**src/rtl/dma_streamer_pkg.sv**
```systemverilog
// Shared types for the DMA burst streamer: AXI streamer request/response
// structs, DMA mode, FSM states and the burst-length helper.
package dma_streamer_pkg;

  localparam int DMA_ADDR_WIDTH  = 32;
  localparam int DMA_DATA_WIDTH  = 32;
  localparam int DMA_STRB_WIDTH  = DMA_DATA_WIDTH / 8;
  localparam int AXI_4K          = 4096;
  localparam int FIXED_MAX_BEATS = 16;

  typedef enum logic {
    DMA_MODE_INCR  = 1'b0,
    DMA_MODE_FIXED = 1'b1
  } dma_mode_e;

  typedef enum logic [1:0] {
    ST_IDLE,
    ST_CALC,
    ST_REQ,
    ST_DONE
  } streamer_state_e;

  typedef struct packed {
    logic                      valid;
    logic [DMA_ADDR_WIDTH-1:0] addr;
    logic [7:0]                alen;
    logic [2:0]                size;
    logic [DMA_STRB_WIDTH-1:0] strb;
    dma_mode_e                 mode;
  } s_dma_axi_req_t;

  typedef struct packed {
    logic ready;
  } s_dma_axi_resp_t;

  // Smallest of the remaining full beats, the mode cap and the 4 KB headroom.
  function automatic logic [8:0] f_burst_beats(input logic [31:0] full_beats,
                                               input logic [31:0] cap,
                                               input logic [31:0] to4k);
    logic [31:0] m;
    m = (full_beats < cap) ? full_beats : cap;
    m = (to4k < m) ? to4k : m;
    return 9'(m);
  endfunction

endpackage

```
**src/rtl/dma_streamer_if.sv**
```systemverilog
// Request/response bundle between a DMA streamer and the AXI master block.
interface dma_streamer_if;
  dma_streamer_pkg::s_dma_axi_req_t  req;
  dma_streamer_pkg::s_dma_axi_resp_t resp;

  modport master (output req, input resp);
  modport slave  (input req, output resp);
endinterface

```
**src/rtl/dma_streamer_burst_calc.sv**
```systemverilog
// Combinational sizing of the next burst: beat count, AXI length and strobe,
// honouring the burst cap and the 4 KB boundary.
module dma_streamer_burst_calc
  import dma_streamer_pkg::*;
#(
  parameter int DATA_WIDTH  = 32,
  parameter int MAX_BURST   = 256,
  parameter int BYTES_WIDTH = 32
) (
  input  logic [11:0]              i_addr_lo,
  input  logic [BYTES_WIDTH-1:0]   i_bytes_left,
  input  dma_mode_e                i_mode,
  output logic [8:0]               o_beats,
  output logic [7:0]               o_alen,
  output logic [DATA_WIDTH/8-1:0]  o_strb,
  output logic                     o_tail
);

  localparam int BYTES     = DATA_WIDTH / 8;
  localparam int LOG2B     = $clog2(BYTES);
  localparam int FIXED_CAP = (MAX_BURST < FIXED_MAX_BEATS) ? MAX_BURST : FIXED_MAX_BEATS;

  logic [BYTES_WIDTH-1:0] w_full_beats;
  logic [LOG2B-1:0]       w_tail_bytes;
  logic [12:0]            w_to4k_bytes;
  logic [31:0]            w_cap;
  logic [31:0]            w_to4k;
  logic [BYTES-1:0]       w_strb_tail;

  assign w_full_beats = i_bytes_left >> LOG2B;
  assign w_tail_bytes = i_bytes_left[LOG2B-1:0];
  assign w_to4k_bytes = 13'(AXI_4K) - {1'b0, i_addr_lo};
  assign w_cap        = (i_mode == DMA_MODE_FIXED) ? 32'(FIXED_CAP) : 32'(MAX_BURST);
  // FIXED bursts never advance the address, so the 4 KB limit does not apply.
  assign w_to4k       = (i_mode == DMA_MODE_FIXED) ? w_cap : 32'(w_to4k_bytes >> LOG2B);

  always_comb begin
    w_strb_tail = '0;
    for (int i = 0; i < BYTES; i++) w_strb_tail[i] = (i < int'(w_tail_bytes));
  end

  assign o_tail  = (w_full_beats == '0);
  assign o_beats = o_tail ? 9'd1 : f_burst_beats(32'(w_full_beats), w_cap, w_to4k);
  assign o_alen  = 8'(o_beats - 9'd1);
  assign o_strb  = o_tail ? w_strb_tail : '1;

endmodule

```
**src/rtl/dma_streamer.sv**
```systemverilog
// Turns one DMA descriptor into a sequence of AXI burst requests, split on
// burst cap and 4 KB boundaries, with a trimmed single-beat tail burst.
module dma_streamer
  import dma_streamer_pkg::*;
#(
  parameter int ADDR_WIDTH  = DMA_ADDR_WIDTH,
  parameter int DATA_WIDTH  = DMA_DATA_WIDTH,
  parameter int MAX_BURST   = 256,
  parameter int BYTES_WIDTH = 32
) (
  input  logic                   clk,
  input  logic                   rst,
  input  logic                   desc_valid_i,
  output logic                   desc_ready_o,
  input  logic [ADDR_WIDTH-1:0]  desc_addr_i,
  input  logic [BYTES_WIDTH-1:0] desc_bytes_i,
  input  dma_mode_e              desc_mode_i,
  input  logic                   abort_i,
  dma_streamer_if.master         dma_axi,
  output logic                   busy_o,
  output logic                   done_o,
  output logic                   err_o
);

  localparam int BYTES = DATA_WIDTH / 8;
  localparam int LOG2B = $clog2(BYTES);

  streamer_state_e        r_state;
  logic [ADDR_WIDTH-1:0]  r_addr;
  logic [BYTES_WIDTH-1:0] r_bytes_left;
  dma_mode_e              r_mode;
  logic                   r_abort;
  logic                   r_tail;
  logic [8:0]             r_beats;
  s_dma_axi_req_t         r_req;
  logic                   r_busy;
  logic                   r_done;
  logic                   r_err;
  logic                   r_desc_ready;

  logic [8:0]             w_beats;
  logic [7:0]             w_alen;
  logic [BYTES-1:0]       w_strb;
  logic                   w_tail;
  logic                   w_abort;
  logic                   w_hs;
  logic [BYTES_WIDTH-1:0] w_consumed;
  logic [ADDR_WIDTH-1:0]  w_step;

  dma_streamer_burst_calc #(
    .DATA_WIDTH  (DATA_WIDTH),
    .MAX_BURST   (MAX_BURST),
    .BYTES_WIDTH (BYTES_WIDTH)
  ) u_calc (
    .i_addr_lo    (r_addr[11:0]),
    .i_bytes_left (r_bytes_left),
    .i_mode       (r_mode),
    .o_beats      (w_beats),
    .o_alen       (w_alen),
    .o_strb       (w_strb),
    .o_tail       (w_tail)
  );

  assign w_abort    = r_abort | abort_i;
  assign w_hs       = r_req.valid & dma_axi.resp.ready;
  // A tail burst carries only the leftover bytes, so bytes_left lands on zero.
  assign w_consumed = r_tail ? BYTES_WIDTH'(r_bytes_left[LOG2B-1:0])
                             : (BYTES_WIDTH'(r_beats) << LOG2B);
  assign w_step     = ADDR_WIDTH'(r_beats) << LOG2B;

  always_ff @(posedge clk or negedge rst) begin
    if (!rst) begin
      r_state      <= ST_IDLE;
      r_addr       <= '0;
      r_bytes_left <= '0;
      r_mode       <= DMA_MODE_INCR;
      r_abort      <= 1'b0;
      r_tail       <= 1'b0;
      r_beats      <= '0;
      r_req        <= '0;
      r_busy       <= 1'b0;
      r_done       <= 1'b0;
      r_err        <= 1'b0;
      r_desc_ready <= 1'b1;
    end else begin
      r_done <= 1'b0;
      r_err  <= 1'b0;
      if (r_busy && abort_i) r_abort <= 1'b1;
      case (r_state)
        ST_IDLE: begin
          if (desc_valid_i) begin
            r_addr       <= desc_addr_i;
            r_bytes_left <= desc_bytes_i;
            r_mode       <= desc_mode_i;
            if (desc_addr_i[LOG2B-1:0] != '0) begin
              r_err <= 1'b1;
            end else begin
              r_busy       <= 1'b1;
              r_desc_ready <= 1'b0;
              if (desc_bytes_i == '0) begin
                r_state <= ST_DONE;
                r_done  <= 1'b1;
              end else begin
                r_state <= ST_CALC;
              end
            end
          end
        end
        ST_CALC: begin
          if (w_abort) begin
            r_state <= ST_DONE;
            r_done  <= 1'b1;
          end else begin
            r_state      <= ST_REQ;
            r_tail       <= w_tail;
            r_beats      <= w_beats;
            r_req.valid  <= 1'b1;
            r_req.addr   <= r_addr;
            r_req.alen   <= w_alen;
            r_req.size   <= 3'(LOG2B);
            r_req.strb   <= w_strb;
            r_req.mode   <= r_mode;
          end
        end
        ST_REQ: begin
          if (w_hs) begin
            r_req.valid  <= 1'b0;
            r_bytes_left <= r_bytes_left - w_consumed;
            if (r_mode == DMA_MODE_INCR) r_addr <= r_addr + w_step;
            if ((r_bytes_left == w_consumed) || w_abort) begin
              r_state <= ST_DONE;
              r_done  <= 1'b1;
            end else begin
              r_state <= ST_CALC;
            end
          end
        end
        ST_DONE: begin
          r_state      <= ST_IDLE;
          r_busy       <= 1'b0;
          r_desc_ready <= 1'b1;
          r_abort      <= 1'b0;
        end
        default: r_state <= ST_IDLE;
      endcase
    end
  end

  assign dma_axi.req  = r_req;
  assign desc_ready_o = r_desc_ready;
  assign busy_o       = r_busy;
  assign done_o       = r_done;
  assign err_o        = r_err;

endmodule

```
**src/flat_wrapper.sv**
```systemverilog
// flat-port wrapper written by rule: the top's interface ports become plain ports
module dma_streamer_flat import dma_streamer_pkg::*;
#(
  parameter int ADDR_WIDTH  = DMA_ADDR_WIDTH,
  parameter int DATA_WIDTH  = DMA_DATA_WIDTH,
  parameter int MAX_BURST   = 256,
  parameter int BYTES_WIDTH = 32
)
  (clk, rst, desc_valid_i, desc_ready_o, desc_addr_i, desc_bytes_i, desc_mode_i, abort_i, busy_o, done_o, err_o, dma_axi_req, dma_axi_resp);
  dma_streamer_if dma_axi_i ();
  input  logic clk;
  input  logic rst;
  input  logic desc_valid_i;
  output logic desc_ready_o;
  input  logic [ADDR_WIDTH-1:0] desc_addr_i;
  input  logic [BYTES_WIDTH-1:0] desc_bytes_i;
  input  dma_mode_e desc_mode_i;
  input  logic abort_i;
  output logic busy_o;
  output logic done_o;
  output logic err_o;
  output wire logic [$bits(dma_axi_i.req)-1:0] dma_axi_req;
  input wire logic [$bits(dma_axi_i.resp)-1:0] dma_axi_resp;
  assign dma_axi_req = dma_axi_i.req;
  assign dma_axi_i.resp = dma_axi_resp;
  dma_streamer #(.ADDR_WIDTH(ADDR_WIDTH), .DATA_WIDTH(DATA_WIDTH), .MAX_BURST(MAX_BURST), .BYTES_WIDTH(BYTES_WIDTH)) u_core (.clk(clk), .rst(rst), .desc_valid_i(desc_valid_i), .desc_ready_o(desc_ready_o), .desc_addr_i(desc_addr_i), .desc_bytes_i(desc_bytes_i), .desc_mode_i(desc_mode_i), .abort_i(abort_i), .dma_axi(dma_axi_i), .busy_o(busy_o), .done_o(done_o), .err_o(err_o));
endmodule
```
**config.mk**
```make
export PLATFORM = sky130hd
export DESIGN_NAME = dma_streamer_flat
export DESIGN_NICKNAME = d
export VERILOG_FILES = /design/src/rtl/dma_streamer_pkg.sv /design/src/rtl/dma_streamer_if.sv /design/src/rtl/dma_streamer_burst_calc.sv /design/src/rtl/dma_streamer.sv /design/src/flat_wrapper.sv
export SDC_FILE = /design/constraint.sdc
export NUM_CORES = 1
export LEC_CHECK = 0
export ABC_AREA = 1
export BUFFER_PORTS_ARGS = -buffer_cell sky130_fd_sc_hd__buf_2
export CAP_MARGIN = 20
export CORE_MARGIN = 1.5
export CORE_UTILIZATION = 30
export CTS_CLUSTER_DIAMETER = 50
export DETAILED_ROUTE_END_ITERATION = 8
export RECOVER_POWER = 100
export SETUP_SLACK_MARGIN = 0.5
export SYNTH_ARGS = -nofsm -noshare
export SYNTH_HDL_FRONTEND = slang
export SYNTH_SLANG_ARGS = --single-unit
```
**constraint.sdc**
```tcl
create_clock -name clk -period 5.5 [get_ports clk]
set_input_delay 0.55 -clock clk [delete_from_list [all_inputs] [get_ports clk]]
set_output_delay 0.55 -clock clk [all_outputs]
set_load 0.02 [all_outputs]
```
# == After elaboration in Yosys (flattened, before gate mapping) ==
# Index checks and enable logic that the tools add are counted.
# op_classes
n_bitwise,3
n_eq_ne,9
order_cmp,5
n_mux,42
add_sub_neg,4
n_reduce_logical,17
# op_table
op,count
$mux W32,5
$pmux W32 S2,2
$logic_not A32 Y1,2
$mux W49,1
$add A32 B11 Y32,1
$eq A32 B32 Y1,1
$sub A32 B32 Y32,1
$lt A11 B30 Y1,1
$lt A30 B9 Y1,1
$mux W30,1
$mux W9,3
$mux W11,2
$mux W1,17
$sub A13 B12 Y13 const A,1
$reduce_and A3 Y1,4
$mux W2,5
$reduce_bool A2 Y1,5
$ne A2 B2 Y1 const B,4
$pmux W2 S4,1
$sub A8 B1 Y8 const B,1
$pmux W1 S2,3
$eq A2 B2 Y1 const B,2
$lt A1 B2 Y1 const A,2
$mux W4,1
12 further kinds,13
# totals
regBits,129
elab_cells,97
input_bits,70
output_inout_bits,53

# == Longest topological paths before layout ==
# depth
word_depth,9
ltp_mapped,28

# == Modules after synthesis ==
# A second synthesis with hierarchy kept.
# hier_totals
hier_cells,1395
area_unflattened_um2,9290.2
# modules_own_cells
mod,area_per_inst_um2,cells_per_inst,instances
dma_streamer,8271.7,1197,1
dma_streamer_burst_calc,1018.5,198,1

# == Least setup slack after synthesis ==
# OpenSTA, ideal clock, no wires.
# synth_path
path_type,flip-flop to flip-flop
start,reg u_core.r_addr[0]
end,"reg u_core.r_req, in the netlist u_core.dma_axi.req[14]"
t_arrival_ns,3.499
path_slack_ns,1.888
required_time_ns,5.387
n_path_buf,1
path_stages_with_launch,29
cell_sequence,dfrtp_1 > nor2_1 > nand2_1 > nor2_2 > inv_1 > nor2_1 > nand2_1 > nor2_2 > nand2_1 > nor2_1 > nand2_1 > nor2_1 > o21ai_0 > a21oi_1 > ha_1 > a21oi_1 > o21ai_0 > a21oi_1 > nand2_2 > buf_6 > nand2_1 > nand3_1 > ha_1 > nand2_1 > nor2_1 > nand2_1 > nand3_1 > nand2_1 > inv_1
# synth_via
elab_chain_cells,6
# synth_lines
item,line_no,source
"start, declared",dma_streamer.sv:29,logic [ADDR_WIDTH-1:0] r_addr;
"start signal, assigned",dma_streamer.sv:92,r_addr <= desc_addr_i;
"start signal, assigned",dma_streamer.sv:129,if (r_mode == DMA_MODE_INCR) r_addr <= r_addr + w_step;
$sub A13 B12 Y13 *,dma_streamer_burst_calc.sv:32,"assign w_to4k_bytes = 13'(AXI_4K) - {1'b0, i_addr_lo};"
$mux W11 *,dma_streamer_burst_calc.sv:35,assign w_to4k = (i_mode == DMA_MODE_FIXED) ? w_cap : 32'(w_to4k_bytes >> LOG2B);
$lt A11 B30 Y1,dma_streamer_pkg.sv:42,m = (to4k < m) ? to4k : m;
$mux W9 *,dma_streamer_pkg.sv:42,
$mux W9 *,dma_streamer_burst_calc.sv:43,"assign o_beats = o_tail ? 9'd1 : f_burst_beats(32'(w_full_beats), w_cap, w_to4k);"
$sub A8 B1 Y8 *,dma_streamer_burst_calc.sv:44,assign o_alen = 8'(o_beats - 9'd1);
"end, declared",dma_streamer.sv:35,s_dma_axi_req_t r_req;
# Mark *: on every way between the ends. The rest lies on a longest branch, timed or not.
# A chain may end at the register's enable or synchronous reset.

# == Worst setup path in the final report ==
# layout_path
start,reg u_core.r_state[0]
end,reg u_core.r_addr[13]
# layout_via
elab_chain_cells,3
# layout_lines
item,line_no,source
"start, declared",dma_streamer.sv:28,streamer_state_e r_state;
"start signal, assigned",dma_streamer.sv:73,r_state <= ST_IDLE;
"start signal, assigned",dma_streamer.sv:101,r_state <= ST_DONE;
"start signal, assigned",dma_streamer.sv:104,r_state <= ST_CALC;
$eq A2 B2 Y1 / $logic_not A2 Y1 (equally long branches),dma_streamer.sv:89,case (r_state)
"$ne A2 B2 Y1 (no source line), or another cell as far along",n/a,
$reduce_and A4 Y1 (no source line),n/a,
# Parallel ways exist; a longest one is shown, timed or not.

==> out/qor.csv <==
stage,metric,value,unit
run_status,status,finished with violations,
run_status,failing checks,"DRC, capacitance limit, slew limit",
final_layout,fraction of layout cells with a size suffix above 1,9.469,%
synth,cell area after synthesis,8040,µm²
routing,Avg WL per Cell,14.99,µm
power_and_ir_drop,Clk pwr share,19.1,%
synth,top_reg_cell synth,dfrtp_1,
power_and_ir_drop,Sequential Power Share,29.1,%
flow_run,Max Cap Viol,6,
place,gpl congestion,0.8804,
grt,met3 Resource Use GR,3.232,%
place,IO Port Bufs,120,
clock_tree,TritonCTS Sinks,129,
critical_path,crit path DAT,4.89,ns
timing,final setup fails,0,
timing,Setup TNS,0,ns
clock_tree,# hold bufs at CTS,0,
die,die height,166.7,µm
synth,sequential share of the synthesized area,40.16,%
final_layout,ant diodes,0,
place,DP HPWL,17040,µm
grt,total track usage,17.38,%
die,# rows,59,
timing,f_max,219.6,MHz
synth,top area cells in the synthesized netlist,"dfrtp_1, nand2_1, o21ai_0, nor2_1, inv_1",
clock_tree,clk root buf,clkbuf_16,
die,Core Region,26210,µm²
grt,total grt overflow,0,
timing,Final Hold Fails,0,
timing,Worst Max-Slew Pin Slew,3.036,ns
grt,first-pass GRT wire length,38670,µm
synth,Yosys top cell area share,39.84,%
die,Die Span X,166.7,µm
power_and_ir_drop,Power Total,6248,µW
clock_tree,CTS max path bufs,2,
power_and_ir_drop,Comb pwr share,51.8,%
timing,Tcrit/Tclk final,82.80,%
clock_tree,htree depth,4,
critical_path,CP required,5.84,ns
min_path,Hold Crit Class,input pin to async pin,
grt,number of global-route vias before repair,7350,
routing,number of routed nets with antenna violations,0,
power_and_ir_drop,Peak VDD IR,311.7,µV
synth,Mapped Cells,1104,
die,die area,27790,µm²
grt,gr busiest metal,met2,
critical_path,CP startpoint kind,register,
synth,post-synth top area cell,dfrtp_1,
die,io pins,123,
timing,Max transition margin,-102.4,%
routing,routed via count,7644,
clock_tree,Clock Pin Slew Worst Setup and Hold Paths,0.06,ns
routing,via-per-instance ratio,4.900,
synth,Post-synth ARST share,100.0,%
final_layout,"commonest cells after routing, fill and taps aside","nand2_1, o21ai_0, nor2_1",
synth,number of enable flip-flop cells after synthesis,0,
grt,largest net degree at the start of global routing,98,
clock_tree,post-CTS sizing,0,
power_and_ir_drop,Power Dens Cells,659.8,nW/µm²
synth,yosys warns,0,
final_layout,"commonest non-fill, non-tap cell in the layout",nand2_1,
clock_tree,Num CTS Buffers,17,
routing,number of remaining DRC errors,6,
routing,Routed WL,23380,µm
clock_tree,worst skew pair latency,0.42,ns
critical_path,CP max FO,38,
routing,Iteration-0 DRC Markers,458,
critical_path,WS Path Type,register to register,
power_and_ir_drop,Internal,3236,µW
clock_tree,TritonCTS clock tree,built,
timing,RSZ-0062 raised after global routing,false,
power_and_ir_drop,Psw,3012,µW
synth,"Distinct cells, synth",47,
power_and_ir_drop,Leakage,0.004442,µW
final_layout,synth-to-layout area growth,17.77,%
grt,GR Util met2,26.89,%
final_layout,fin nets,1314,
timing,Final Skew,0.008226,ns
synth,syn_area_per_cell,7.283,µm²
routing,Pre-antenna DRT Iters,7,
clock_tree,Post-CTS Setup Inserts,0,
grt,initial antenna violation count,0,
timing,Final Max Slew Viols,330,
power_and_ir_drop,Sw Ratio,48.21,%
synth,Synth Register Bits,129,
grt,met1 Resource Use GR,25.10,%
timing,minimum clock period,4.554,ns
die,Starting Density,30.68,%
critical_path,Crit. End Element,register,
## registers in the layout, summed over array words and instances (netlist names)
register / cells
u_core.dma_axi.req: 47
u_core.r_addr: 32
u_core.r_bytes_left: 32
u_core.r_beats: 9
u_core.r_state: 2
u_core.busy_o: 1
u_core.desc_ready_o: 1
u_core.done_o: 1
u_core.err_o: 1
u_core.r_abort: 1
u_core.r_mode: 1
u_core.r_tail: 1
## critical path: stages, from the launching register on
cell and delay [ns]:
dfrtp_1 0.44, nor2_4 0.13, inv_1 0.04, clkbuf_1 0.68, nor2_1 0.28, inv_1 0.09
nand2_1 0.08, inv_1 0.37, a21oi_1 1.36, buf_4 0.53, inv_1 0.14, nor2_1 0.10
o21ai_0 0.08, o21ai_0 0.13
## power groups by stage
stage | sequential (µW) | clock, µW | combinational (µW)
6_report | 1820 | 1190 | 3230
5_1_grt | 1890 | 1270 | 3730
4_1_cts | 1810 | 1230 | 3300
3_5_place_dp | 1830 | 0 | 3280
3_3_place_gp | 1820 | 0 | 3230
2_1_floorplan | 1890 | 0 | 2320
## final timing paths
kind                                                      start                         endpoint  slack, ns  depth (start not counted)
min in group clk                                    desc_mode_i        u_core.r_mode$_DFFE_PN0P_       0.38                          3
worst max register to register    u_core.r_state[0]$_DFFE_PN0P_    u_core.r_addr[13]$_DFFE_PN0P_       0.95                         13
worst min register to register  u_core.desc_ready_o$_DFFE_PN1P_  u_core.desc_ready_o$_DFFE_PN1P_       0.46                          2
max in group asynchronous                                   rst        u_core.r_mode$_DFFE_PN0P_       2.23                          2
worst min-delay path                                        rst    u_core.r_addr[30]$_DFFE_PN0P_       0.17                          1
worst max-delay path              u_core.r_state[0]$_DFFE_PN0P_    u_core.r_addr[13]$_DFFE_PN0P_       0.95                         13
## final cells by class
type | instances | area (µm²)
Clock inverter | 12 | 156.4
Timing Repair Buffer | 127 | 574.3
Fill cell | 2793 | 16740
Clock buffer | 20 | 456.7
Inverter | 125 | 469.2
Sequential cell | 129 | 3229
Multi-Input combinational cell | 812 | 4164
Tap cell | 335 | 419.2
## logic make-up after synthesis
kind of cell             Yosys count  synth area share, %
XOR/XNOR                          27                2.941
flip-flops                       129                40.16
AO/OA/AOI/OAI                    263                18.15
multiplexers                       1               0.1245
other                              2              0.09341
AND/OR/NAND/NOR                  484                25.44
adder cells (fa/ha/maj)           32                5.073
buffers and inverters            166                8.014
## metrics by stage
stage	instance area [µm²]	cells	worst slack, ns	util, %	hold slack (ns)
after detailed placement	8971	1528	1.385	34.23	0.4552
after global placement	8971	1528	1.502	34.23	0.4519
after floorplan	8051	1107	1.888	-	0.2544
after CTS	9584	1560	1.366	36.57	0.2011
final	9469	1560	0.9462	36.13	0.1662
after global routing	9469	1560	0.4209	36.13	0.2234
## cells in the mapped netlist, types with 2 or more instances
cell	instances
nor2_2	11
nand3_1	46
buf_2	5
or2_2	2
clkbuf_1	32
and3_1	2
nand2_1	240
nand3b_1	3
buf_4	2
a31oi_1	6
o21ai_0	143
clkinv_1	3
o21ai_1	5
o21a_1	3
o211ai_1	19
nor4_1	17
o21bai_1	3
inv_1	122
a211oi_1	2
nor3_1	20
o22ai_1	16
or2_0	2
o221ai_1	5
a21o_1	2
xor2_1	26
a21oi_1	53
nor2_1	126
nand3_2	2
ha_1	31
dfrtp_1	128
nand4_1	10
conb_1	2
## metal layers
metal  share of wire [%]  wire length, µm
met5                   0                0
met4                0.90              211
met3                 4.3             1003
met2                  44            10330
met1                  51            11840
No activity file was read; power rests on OpenSTA's default activity.
